[src/rtl/serial_bus_pkg.sv]
// Shared types and sizing helpers for the serial bus arbiter.
package serial_bus_pkg;

  localparam int unsigned DEF_MASTER_NO = 2;
  localparam int unsigned DEF_SLAVE_NO  = 5;

  typedef enum logic [1:0] {
    IDLE      = 2'd0,
    GRANT     = 2'd1,
    BUSY      = 2'd2,
    SPLIT_REL = 2'd3
  } arb_state_t;

  // Index width for n items; never narrower than one bit.
  function automatic int unsigned sel_width(input int unsigned n);
    return (n > 1) ? $clog2(n) : 1;
  endfunction

endpackage

[src/rtl/serial_bus_arbiter_rr_picker.sv]
// Combinational round-robin picker: first set request at or after ptr.
module rr_picker #(
  parameter int unsigned N = 2,
  parameter int unsigned W = 1
) (
  input  logic [N-1:0] req,
  input  logic [W-1:0] ptr,
  output logic [N-1:0] gnt,
  output logic [W-1:0] idx
);

  always_comb begin : pick
    int unsigned j;
    logic        found;
    gnt   = '0;
    idx   = '0;
    j     = 0;
    found = 1'b0;
    for (int unsigned i = 0; i < N; i++) begin
      j = (32'(ptr) + i) % N;
      if (!found && req[j]) begin
        found  = 1'b1;
        gnt[j] = 1'b1;
        idx    = W'(j);
      end
    end
  end

endmodule

[src/rtl/serial_bus_arbiter.sv]
// Round-robin serial bus arbiter with a single outstanding split transaction.
module serial_bus_arbiter
  import serial_bus_pkg::*;
#(
  parameter int unsigned MASTER_NO     = DEF_MASTER_NO,
  parameter int unsigned SLAVE_NO      = DEF_SLAVE_NO,
  parameter int unsigned GRANT_TIMEOUT = 8
) (
  input  logic                              clk,
  input  logic                              rst_n,
  input  logic [MASTER_NO-1:0]              bus_req,
  input  logic [MASTER_NO-1:0]              bus_util,
  input  logic [SLAVE_NO-1:0]               s_split_req,
  input  logic [SLAVE_NO-1:0]               s_split_done,
  output logic [MASTER_NO-1:0]              bus_grant,
  output logic [MASTER_NO-1:0]              split_en,
  output logic [sel_width(MASTER_NO)-1:0]   m_sel,
  output logic                              bus_busy,
  output logic                              split_pending
);

  localparam int unsigned MW = sel_width(MASTER_NO);
  localparam int unsigned SW = sel_width(SLAVE_NO);
  localparam int unsigned TW = sel_width(GRANT_TIMEOUT);

  arb_state_t           state_q, state_d;
  logic [MASTER_NO-1:0] grant_q, grant_d;
  logic [MASTER_NO-1:0] split_en_q, split_en_d;
  logic [MW-1:0]        sel_q, sel_d;
  logic [MW-1:0]        rr_ptr_q, rr_ptr_d;
  logic [TW-1:0]        timer_q, timer_d;
  logic                 split_pending_q, split_pending_d;
  logic [MW-1:0]        split_master_q, split_master_d;
  logic [SW-1:0]        split_slave_q, split_slave_d;
  logic                 resume_q, resume_d;

  logic [MASTER_NO-1:0] split_master_oh;
  logic [MASTER_NO-1:0] req_eligible;
  logic [MASTER_NO-1:0] pick_gnt;
  logic [MW-1:0]        pick_idx;
  logic [MW-1:0]        next_ptr;
  logic                 resume_win;
  logic                 timer_last;

  function automatic logic [SW-1:0] lowest_set(input logic [SLAVE_NO-1:0] v);
    lowest_set = '0;
    for (int unsigned i = SLAVE_NO; i > 0; i--) begin
      if (v[i-1]) lowest_set = SW'(i - 1);
    end
  endfunction

  assign split_master_oh = {{(MASTER_NO-1){1'b0}}, 1'b1} << split_master_q;
  assign req_eligible    = bus_req & ~(split_pending_q ? split_master_oh : '0);
  assign resume_win      = resume_q && bus_req[split_master_q];
  assign next_ptr        = (sel_q == MW'(MASTER_NO - 1)) ? '0 : sel_q + MW'(1);
  assign timer_last      = (timer_q == TW'(GRANT_TIMEOUT - 1));

  rr_picker #(
    .N (MASTER_NO),
    .W (MW)
  ) u_rr_picker (
    .req (req_eligible),
    .ptr (rr_ptr_q),
    .gnt (pick_gnt),
    .idx (pick_idx)
  );

  always_comb begin
    state_d         = state_q;
    grant_d         = grant_q;
    split_en_d      = '0;
    sel_d           = sel_q;
    rr_ptr_d        = rr_ptr_q;
    timer_d         = timer_q;
    split_pending_d = split_pending_q;
    split_master_d  = split_master_q;
    split_slave_d   = split_slave_q;
    resume_d        = resume_q;

    // Done capture sits before the FSM so the resume-clear in GRANT takes precedence.
    if (split_pending_q && s_split_done[split_slave_q]) resume_d = 1'b1;

    unique case (state_q)
      IDLE: begin
        if (resume_win) begin
          sel_d   = split_master_q;
          grant_d = split_master_oh;
          timer_d = '0;
          state_d = GRANT;
        end else if (|req_eligible) begin
          sel_d   = pick_idx;
          grant_d = pick_gnt;
          timer_d = '0;
          state_d = GRANT;
        end
      end
      GRANT: begin
        if (bus_util[sel_q]) begin
          state_d = BUSY;
          if (split_pending_q && resume_q && (sel_q == split_master_q)) begin
            split_pending_d = 1'b0;
            resume_d        = 1'b0;
          end
        end else if (!bus_req[sel_q] || timer_last) begin
          grant_d = '0;
          state_d = IDLE;
        end else begin
          timer_d = timer_q + TW'(1);
        end
      end
      BUSY: begin
        if (!bus_util[sel_q]) begin
          grant_d  = '0;
          rr_ptr_d = next_ptr;
          state_d  = IDLE;
        end else if (|s_split_req && !split_pending_q) begin
          split_slave_d   = lowest_set(s_split_req);
          split_master_d  = sel_q;
          split_pending_d = 1'b1;
          split_en_d      = grant_q;
          grant_d         = '0;
          state_d         = SPLIT_REL;
        end
      end
      SPLIT_REL: begin
        if (!bus_util[sel_q]) begin
          rr_ptr_d = next_ptr;
          state_d  = IDLE;
        end
      end
      default: state_d = IDLE;
    endcase
  end

  always_ff @(posedge clk or negedge rst_n) begin
    if (!rst_n) begin
      state_q         <= IDLE;
      grant_q         <= '0;
      split_en_q      <= '0;
      sel_q           <= '0;
      rr_ptr_q        <= '0;
      timer_q         <= '0;
      split_pending_q <= 1'b0;
      split_master_q  <= '0;
      split_slave_q   <= '0;
      resume_q        <= 1'b0;
    end else begin
      state_q         <= state_d;
      grant_q         <= grant_d;
      split_en_q      <= split_en_d;
      sel_q           <= sel_d;
      rr_ptr_q        <= rr_ptr_d;
      timer_q         <= timer_d;
      split_pending_q <= split_pending_d;
      split_master_q  <= split_master_d;
      split_slave_q   <= split_slave_d;
      resume_q        <= resume_d;
    end
  end

  assign bus_grant     = grant_q;
  assign split_en      = split_en_q;
  assign m_sel         = sel_q;
  assign bus_busy      = (state_q == GRANT) || (state_q == BUSY);
  assign split_pending = split_pending_q;

endmodule
[config.mk]
export PLATFORM = sky130hd
export DESIGN_NAME = serial_bus_arbiter
export DESIGN_NICKNAME = d
export VERILOG_FILES = /design/src/rtl/serial_bus_pkg.sv /design/src/rtl/serial_bus_arbiter_rr_picker.sv /design/src/rtl/serial_bus_arbiter.sv
export SDC_FILE = /design/constraint.sdc
export NUM_CORES = 1
export LEC_CHECK = 0
export ABC_AREA = 1
export BUFFER_PORTS_ARGS = -buffer_cell sky130_fd_sc_hd__buf_2
export CAP_MARGIN = 25
export CORE_ASPECT_RATIO = 1.4
export CORE_MARGIN = 4
export CORE_UTILIZATION = 40
export DETAILED_ROUTE_END_ITERATION = 10
export PLACE_DENSITY = 0.66
export SYNTH_ARGS = -nofsm -noshare
export SYNTH_HDL_FRONTEND = slang
export SYNTH_SLANG_ARGS = --single-unit
export TNS_END_PERCENT = 5
[constraint.sdc]
create_clock -name clk -period 1.9 [get_ports clk]
set_input_delay 0.19 -clock clk [delete_from_list [all_inputs] [get_ports clk]]
set_output_delay 0.19 -clock clk [all_outputs]
set_load 0.005 [all_outputs]
After elaboration in Yosys (flattened, before gate mapping)
Index checks and enable logic that the tools add are counted.
- register bits after elaboration: 17
- input port bits: 16
- output and inout port bits: 7
- logic and storage cells: 130
- add/sub/neg operators: 3
- order comparisons: 7
- eq/ne operators: 16
- shift-type cells: 1
- multiplexer cells: 61
- bitwise gates (word level): 4
- reductions and logical operators: 28
- operators by type and width (cell ; count):
    $mux 2 ; 18
    $mux 1 ; 27
    $mux 3 ; 9
    $ne 2x2->1 const B ; 8
    $reduce_and 5->1 ; 2
    $ne 3x3->1 const B ; 3
    $logic_and 1x1->1 ; 8
    $lt 1x2->1 const B ; 4
    $pmux 2 s4 ; 1
    $reduce_and 4->1 ; 2
    $pmux 2 s3 ; 1
    $pmux 3 s2 ; 1
    $reduce_bool 2->1 ; 3
    $reduce_or 5->1 ; 1
    $eq 2x2->1 const B ; 2
    $lt 3x4->1 const B ; 1
    $reduce_and 2->1 ; 2
    $reduce_or 2->1 ; 2
    $add 3x1->3 const B ; 1
    $bmux 1 s3 ; 1
    $eq 3x3->1 const B ; 1
    $logic_not 1->1 ; 3
    $reduce_and 3->1 ; 1
    $reduce_bool 3->1 ; 1
    13 further kinds ; 17

Longest topological paths before layout
Gate-level depths: netlist of the first run.
- depth in word-level cells: 13
- gate-level depth with buffers: 11
- depth with buffers taken out: 11

Modules after synthesis
Synthesis of the first run repeated with hierarchy kept, for this count alone.
- cell total of the unflattened synthesis: 166
- area, all modules: 1203.7 um^2
- modules (own cells, without submodules) (module ; times used ; cells each ; area each (um^2) ; seq. area each (um^2)):
    serial_bus_arbiter ; 1 ; 161 ; 1174.9 ; 425.4
    rr_picker ; 1 ; 5 ; 28.8 ; 0.0

Least setup slack after synthesis of the first run
Ideal clock, no wire load.
- path type: register to register
- start point: reg timer_q[0]
- end point: reg timer_q[0]
- library setup time: 0.121 ns
- arrival: 1.256 ns
- data required time: 1.779 ns
- slack: 0.523 ns
- stages on the path, launching flop included: 9
- path buffers: 0
- clock period less this slack: 1.377 ns
- path through: dfrtp_1 > ha_1 > ha_1 > nor2_1 > nand3_1 > o21ai_0 > nand3_2 > nand2_1 > o21ai_1
- word-level cells in the longest chain between the ends: 4
- elaborated cells between the ends (all ways): 8
- classes of those cells: add/sub: 1; eq/ne: 2; mux: 3; reduce/logical: 2
- RTL lines (element ; RTL line ; text):
    start: declaration ; serial_bus_arbiter.sv:31 ; logic [TW-1:0] timer_q, timer_d;
    start signal: assignment ; serial_bus_arbiter.sv:153 ; timer_q <= timer_d;
    $add 3x1->3 or $eq 3x3->1 (tied branches) ; serial_bus_arbiter.sv:108, serial_bus_arbiter.sv:56 ;
    $mux 3 or $logic_or 1x1->1 (tied branches) ; serial_bus_arbiter.sv:104 ; end else if (!bus_req[sel_q] || timer_last) begin
    $mux 3 or $ne 2x2->1 (tied branches) ; -- ;
    $pmux 3 s2 or $reduce_and 4->1 (tied branches) ; -- ;
Parallel ways exist; a longest one is shown, timed or not. The select of a mux whose other input is x is not followed.
A chain may end at the register's enable or synchronous reset.

Worst setup path in the final report of the first run
- start point: reg state_q[1]
- end point: reg timer_q[1]
- word-level cells in the longest chain between the ends: 3
- elaborated cells between the ends (all ways): 8
- classes of those cells: eq/ne: 4; mux: 1; reduce/logical: 3
- RTL lines (element ; RTL line ; text):
    start: declaration ; serial_bus_arbiter.sv:26 ; arb_state_t state_q, state_d;
    start signal: assignment ; serial_bus_arbiter.sv:148 ; state_q <= state_d;
    $eq 2x1->1 or $logic_not 2->1 (tied branches) ; serial_bus_arbiter.sv:83 ; unique case (state_q)
    $ne 2x2->1 (no line), or another cell as far along ; -- ;
    $reduce_and 4->1 (no line) ; -- ;
Parallel ways exist; a longest one is shown, timed or not.

==> flow_metrics.env, run 1 <==
export IMPL_final_cells=233
export IMPL_synthFlopType="dfrtp_1"
export IMPL_final_cell_area_um2=1405
export IMPL_p_int_uw=1028
export IMPL_period_share_pct=82.06
export IMPL_rsz0062_at_grt="no"
export IMPL_numPlacedInstances=228
export IMPL_globalplace_congestion=0.9080
export IMPL_tns_ns=0
export IMPL_clkSinkCount=17
export IMPL_netlist_area_um2=1192
export IMPL_setup_viol=0
export IMPL_cp_end_kind="flop"
export IMPL_critPathBufInv=2
export IMPL_final_cell_mix="nand2_1, inv_1, buf_2"
export IMPL_crit_chain="inv_1 > ha_1 > inv_1 > nor2_1 > nand3_1 > o21ai_0 > nand3_2 > nand2_1 > o21ai_1"
export IMPL_power_frac_comb_pct=53.8
export IMPL_num_antenna_cells=0
export IMPL_worst_slew_pin_slew_ns=0.3921
export IMPL_die_width_um=54.15
export IMPL_crit_required_ns=2.04
export IMPL_rr_startpoint="state_q[1]"
export IMPL_min_from="s_split_req[0]"
export IMPL_worstPathMaxFanout=6
export IMPL_syn_to_final_growth_pct=17.84
export IMPL_seq_area_frac_synth_pct=35.68
export IMPL_vias=1152
export IMPL_final_setup_worst_slack_ns=0.3409
export IMPL_synth_avg_cell_area_um2=7.056
export IMPL_final_common_cell="nand2_1"
export IMPL_ys_warnings_count=0
export IMPL_clock_path_buffers=2
export IMPL_dp_slack_ns=0.3484
export IMPL_vias_per_cell=4.944
export IMPL_grt_pass1_wl_um=4774
export IMPL_crit_type="reg2reg"
export IMPL_status="completed"
export IMPL_grt_usage_pct=16.11
export IMPL_max_freq_mhz=641.4
export IMPL_powerDensity_nw_per_um2=1373
export IMPL_power_switching_share_pct=46.70
export IMPL_hold_end="split_slave_q[0]"
export IMPL_power_leakage_uw=0.0008085
export IMPL_yosys_top_cells_area="dfrtp_1, nand2_1, inv_1"
export IMPL_die_y_um=72.60
export IMPL_hold_path_class="in2reg"
export IMPL_dieArea_um2=3931
export IMPL_clk_pin_slew_ns=0.07
export IMPL_p_switching_uw=900.7
export IMPL_layout_nets=219
export IMPL_cpMaxStageDelayCell="dfrtp_1"
export IMPL_synth_edf_count=0
export IMPL_first_global_vias=1178
export IMPL_cts_root_buf="clkbuf_8"
export IMPL_drtAntennaViolNets=0
export IMPL_clockPowerShare_pct=14.1
export IMPL_io_pins=23
export IMPL_drv_cap=0
export IMPL_fin_util_pct=48.83
export IMPL_core_area_um2=2878
export IMPL_numCtsBuffers=3
export IMPL_cpMostUsedCell="inv_1"
export IMPL_r2r_setup_slack_ns=0.34
export IMPL_placed_cell_area_um2=1349
export IMPL_rr_endpoint="timer_q[1]"
export IMPL_syn_nets=191
export IMPL_rows=23
export IMPL_cts_tree="built"
export IMPL_netlist_top_cell_by_area="dfrtp_1"
export IMPL_worstSkewPairLatency_ns=0.25
export IMPL_synth_cells=169
export IMPL_drt_iter0_markers=30
export IMPL_drc=0
export IMPL_r2r_cells=9
export IMPL_critPathLaunchType="flop"
export IMPL_relSlewSlack_pct=73.86
export IMPL_cp_arrival_ns=1.70
export IMPL_synth_seq_cells=17
export IMPL_cts_resized=0
export IMPL_routed_wl_um=2718
export IMPL_hpwl_um=2245
export IMPL_io_buffers=22
export IMPL_antenna_found_initial=0
export IMPL_yosysUniqueCellTypes=23
export IMPL_max_stage_delay_ns=0.41
export IMPL_peakVddDrop_uv=907.2
export IMPL_fin_crit_ns=1.559
export IMPL_final_hold_violation_count=0
export IMPL_drv_slew=0
export IMPL_nFillCells=309
export IMPL_drive_above_1_share_pct=22.96
export IMPL_async_flop_share_pct=100.0
export IMPL_fin_worst_skew_ns=0.001395
export IMPL_grt_max_degree=18
export IMPL_grt_ovfl_total=0
export IMPL_seqPwrFrac_pct=32.1
export IMPL_dr_pass1_iters=4
export IMPL_yosysTopAreaCellShare_pct=35.68
export IMPL_wl_per_cell_um=11.67
export IMPL_hold_depth=2
export IMPL_initial_core_util_pct=41.43
export IMPL_htreeDepth=1
export IMPL_critPathTopFamily="simple AND/OR/NAND/NOR gates"
==> through the flow <==
stage	total power, uW	hold slack, ns
after CTS	1942	0.1304
final	1929	0.1344
after global placement	1616	0.1360
after detailed placement	1661	0.1447
after floorplan	1384	-0.1056
after global routing	2122	0.1277
==> cell usage after synthesis, drive strengths merged (2+ instances only) <==
master and instances:
nand3 13, inv 33, dfrtp 17, nand2 55, nor2 17, ha 6
o21ai 12, nand3b 3, nand4 2, a21oi 5, o21bai 2
==> worst register-to-register path, stage by stage, from the launching register on <==
cell and delay [ns]:
dfrtp_1 0.41, inv_1 0.09, ha_1 0.23, inv_1 0.12
nor2_1 0.10, nand3_1 0.09, o21ai_0 0.10, nand3_2 0.16
nand2_1 0.09, o21ai_1 0.06
==> layer usage <==
layer  vias to the layer above  wire, um  global-route usage (%)
li1                        582         -                       -
met1                       534      1042                   17.21
met2                        26      1499                   28.89
met3                        10        88                   2.863
met4                         0        88                   8.033
met5                         -         0                       0
==> worst max-delay path by stage <==
stage / slack (ns) / end / startpoint / depth (start not counted)
after global routing: 0.19 / timer_q[1] / state_q[1] / 9
after floorplan: 0.52 / timer_q[0] / timer_q[0] / 8
final: 0.34 / timer_q[1] / state_q[1] / 9
after detailed placement: 0.35 / timer_q[1] / state_q[1] / 9
after global placement: 0.47 / timer_q[0] / state_q[1] / 9
after CTS: 0.33 / timer_q[1] / state_q[1] / 9
==> sequential cells by signal (all words and copies together) (netlist names) <==
register / flops
bus_grant: 2
state_q: 2
resume_q: 1
rr_ptr_q: 1
split_master_q: 1
split_slave_q: 3
m_sel: 1
split_en: 2
timer_q: 3
split_pending: 1
==> layout make-up <==
cell class | instances | area, um^2 | area share, %
clock inverters | 1 | 5.005 | 0.3562
multi-input cells | 119 | 643.1 | 45.77
repair buffers | 23 | 120.1 | 8.549
well taps | 37 | 46.29 | 3.295
inverters | 33 | 123.9 | 8.816
flip-flops and latches | 17 | 425.4 | 30.28
clock buffers | 3 | 41.29 | 2.939
==> logic make-up (layout without fill, tap and decap cells) <==
logic type	count (synthesis)	after routing	synth area share (%)
and+or+nand+nor	92	92	37.56
adders and majority gates	6	6	6.296
AOI/OAI and AO/OA	21	21	10.07
buffers and inverters	33	60	10.39
DFF	17	17	35.68
==> power groups by stage <==
stage | clock network [uW] | logic, uW | registers, uW
2_1_floorplan | 0 | 783 | 601
3_3_place_gp | 0 | 1000 | 616
3_5_place_dp | 0 | 1040 | 626
4_1_cts | 279 | 1040 | 618
5_1_grt | 295 | 1190 | 641
6_report | 271 | 1040 | 620
==> repair_timing <==
item	in CTS	in global routing
hold buffers	1	0
setup buffers	0	0
hold endpoints to repair	17	0
Power figures use the tool's default switching activity.
==> run 2: changes to the inputs <==
==> constraint.sdc (replaced) <==
create_clock -name clk -period 1.52 [get_ports clk]
set_input_delay 0.152 -clock clk [delete_from_list [all_inputs] [get_ports clk]]
set_output_delay 0.152 -clock clk [all_outputs]
set_load 0.005 [all_outputs]
==> run 2 against run 1 <==
Register-to-register slack worse by 0.31 ns. Largest cell class unchanged. Critical path depth up 2. Design area up 6.3%. Global-route usage up 0.12 points. Critical path type unchanged. Clock skew about the same. Combinational power up 45%. Largest power group unchanged. Utilization up 3.1 points. Clock power up 27%. Via count up 2.7%.
==> flow_metrics.env, run 2 (synthesis gave the netlist of run 1 again) <==
export IMPL_wl_per_cell_um=12.30
export IMPL_period_share_pct=97.66
export IMPL_drv_slew=0
export IMPL_fin_crit_ns=1.484
export IMPL_cp_end_kind="flop"
export IMPL_drtAntennaViolNets=0
export IMPL_cts_tree="built"
export IMPL_cp_arrival_ns=1.68
export IMPL_rr_startpoint="timer_q[0]"
export IMPL_vias_per_cell=5.013
export IMPL_final_common_cell="nand2_1"
export IMPL_whs_ns=0.09332
export IMPL_io_buffers=22
export IMPL_worst_slew_pin_slew_ns=0.3935
export IMPL_fin_worst_skew_ns=0.001599
export IMPL_core_area_um2=2878
export IMPL_setup_viol=0
export IMPL_crit_required_ns=1.71
export IMPL_grt_ovfl_total=0
export IMPL_grt_pass1_wl_um=4823
export IMPL_htreeDepth=1
export IMPL_status="completed"
export IMPL_numCtsBuffers=3
export IMPL_drv_cap=0
export IMPL_worstSkewPairLatency_ns=0.25
export IMPL_largestRegisters="split_slave_q (3), timer_q (3)"
export IMPL_drive_above_1_share_pct=31.16
export IMPL_initial_core_util_pct=41.43
export IMPL_crit_type="reg2reg"
export IMPL_rows=23
export IMPL_hpwl_um=2248
export IMPL_power_leakage_uw=0.0008231
export IMPL_hold_end="split_slave_q[0]"
export IMPL_antenna_found_initial=0
export IMPL_io_pins=23
export IMPL_peakVddDrop_uv=1255
export IMPL_dr_pass1_iters=4
export IMPL_first_global_vias=1191
export IMPL_hold_depth=2
export IMPL_clock_path_buffers=2
export IMPL_rr_endpoint="state_q[1]"
export IMPL_relSlewSlack_pct=73.76
export IMPL_dp_slack_ns=-0.04075
export IMPL_clk_pin_slew_ns=0.07
export IMPL_routed_wl_um=2903
export IMPL_dieArea_um2=3931
export IMPL_die_y_um=72.60
export IMPL_grt_usage_pct=16.23
export IMPL_cts_root_buf="clkbuf_8"
export IMPL_max_freq_mhz=673.7
export IMPL_globalplace_congestion=0.9078
export IMPL_r2r_cells=11
export IMPL_drc=0
export IMPL_powerDensity_nw_per_um2=1775
export IMPL_drt_iter0_markers=19
export IMPL_die_width_um=54.15
export IMPL_clkSinkCount=17
export IMPL_min_from="s_split_req[0]"
export IMPL_num_antenna_cells=0
export IMPL_layout_nets=222
export IMPL_nFillCells=294
export IMPL_worstPathMaxFanout=2
export IMPL_grt_max_degree=18
export IMPL_critPathLaunchType="flop"
export IMPL_final_hold_violation_count=0
export IMPL_final_setup_worst_slack_ns=0.03556
export IMPL_hold_path_class="in2reg"
export IMPL_final_cell_mix="nand2_1, inv_1, buf_2"
export IMPL_vias=1183
export IMPL_fin_util_pct=51.91
export IMPL_tns_ns=0
export IMPL_syn_to_final_growth_pct=25.29
export IMPL_r2r_setup_slack_ns=0.04
[run 2: routing by layer]
metal,track usage (%),up-vias,routed length [um]
met5,0,-,0
met4,6.925,0,51
met3,2.863,7,91
met2,29.43,20,1678
met1,17.60,569,1082
li1,-,587,-
[run 2: final cells by class]
type	count	area, um^2	share of cell area (%)
repair buffers	26	142.6	9.548
flip-flops and latches	17	427.9	28.64
clock inverters	1	5.005	0.3350
well taps	37	46.29	3.099
multi-input cells	119	704.4	47.15
inverters	33	126.4	8.459
clock buffers	3	41.29	2.764
[run 2: power by group]
part	total (uW)	internal, uW	switching, uW	leakage (uW)
logic	1510	614	900	0.000581
registers	794	625	169	0.000216
clock network	343	182	161	0.0000255
total	2650	1420	1230	0.000823
[run 2: worst max path at each step]
stage | slack (ns) | cells after the start | startpoint | end
after CTS | 0.0008 | 6 | state_q[0] | split_slave_q[0]
after detailed placement | -0.04 | 9 | state_q[1] | timer_q[1]
after floorplan | 0.14 | 8 | timer_q[0] | timer_q[0]
final | 0.04 | 11 | timer_q[0] | state_q[1]
after global placement | 0.09 | 9 | state_q[1] | timer_q[0]
after global routing | -0.08 | 11 | timer_q[0] | state_q[1]
[run 2: timing repair]
item,4_1_cts,5_1_grt
resized for setup,3,17
hold buffers,1,0
hold endpoints to repair,17,0
endpoints found under the setup margin,4,13
pin swaps,1,8
setup buffers,0,3
[run 2: worst max-delay path, cell delays in order (launching register included)]
cell	delay (ns)
dfrtp_1	0.39
ha_2	0.19
ha_2	0.19
inv_1	0.06
nand2_1	0.06
nor2_1	0.10
nand3_1	0.09
nand2_1	0.09
inv_1	0.06
nand3_2	0.06
nand2_1	0.05
nand2_1	0.07
[run 2: through the flow]
stage	area, um^2	instances	total power, uW
2_1_floorplan	1192	169	1730
3_3_place_gp	1349	228	2019
3_5_place_dp	1349	228	2079
4_1_cts	1418	233	2464
5_1_grt	1494	236	2904
6_report	1494	236	2651
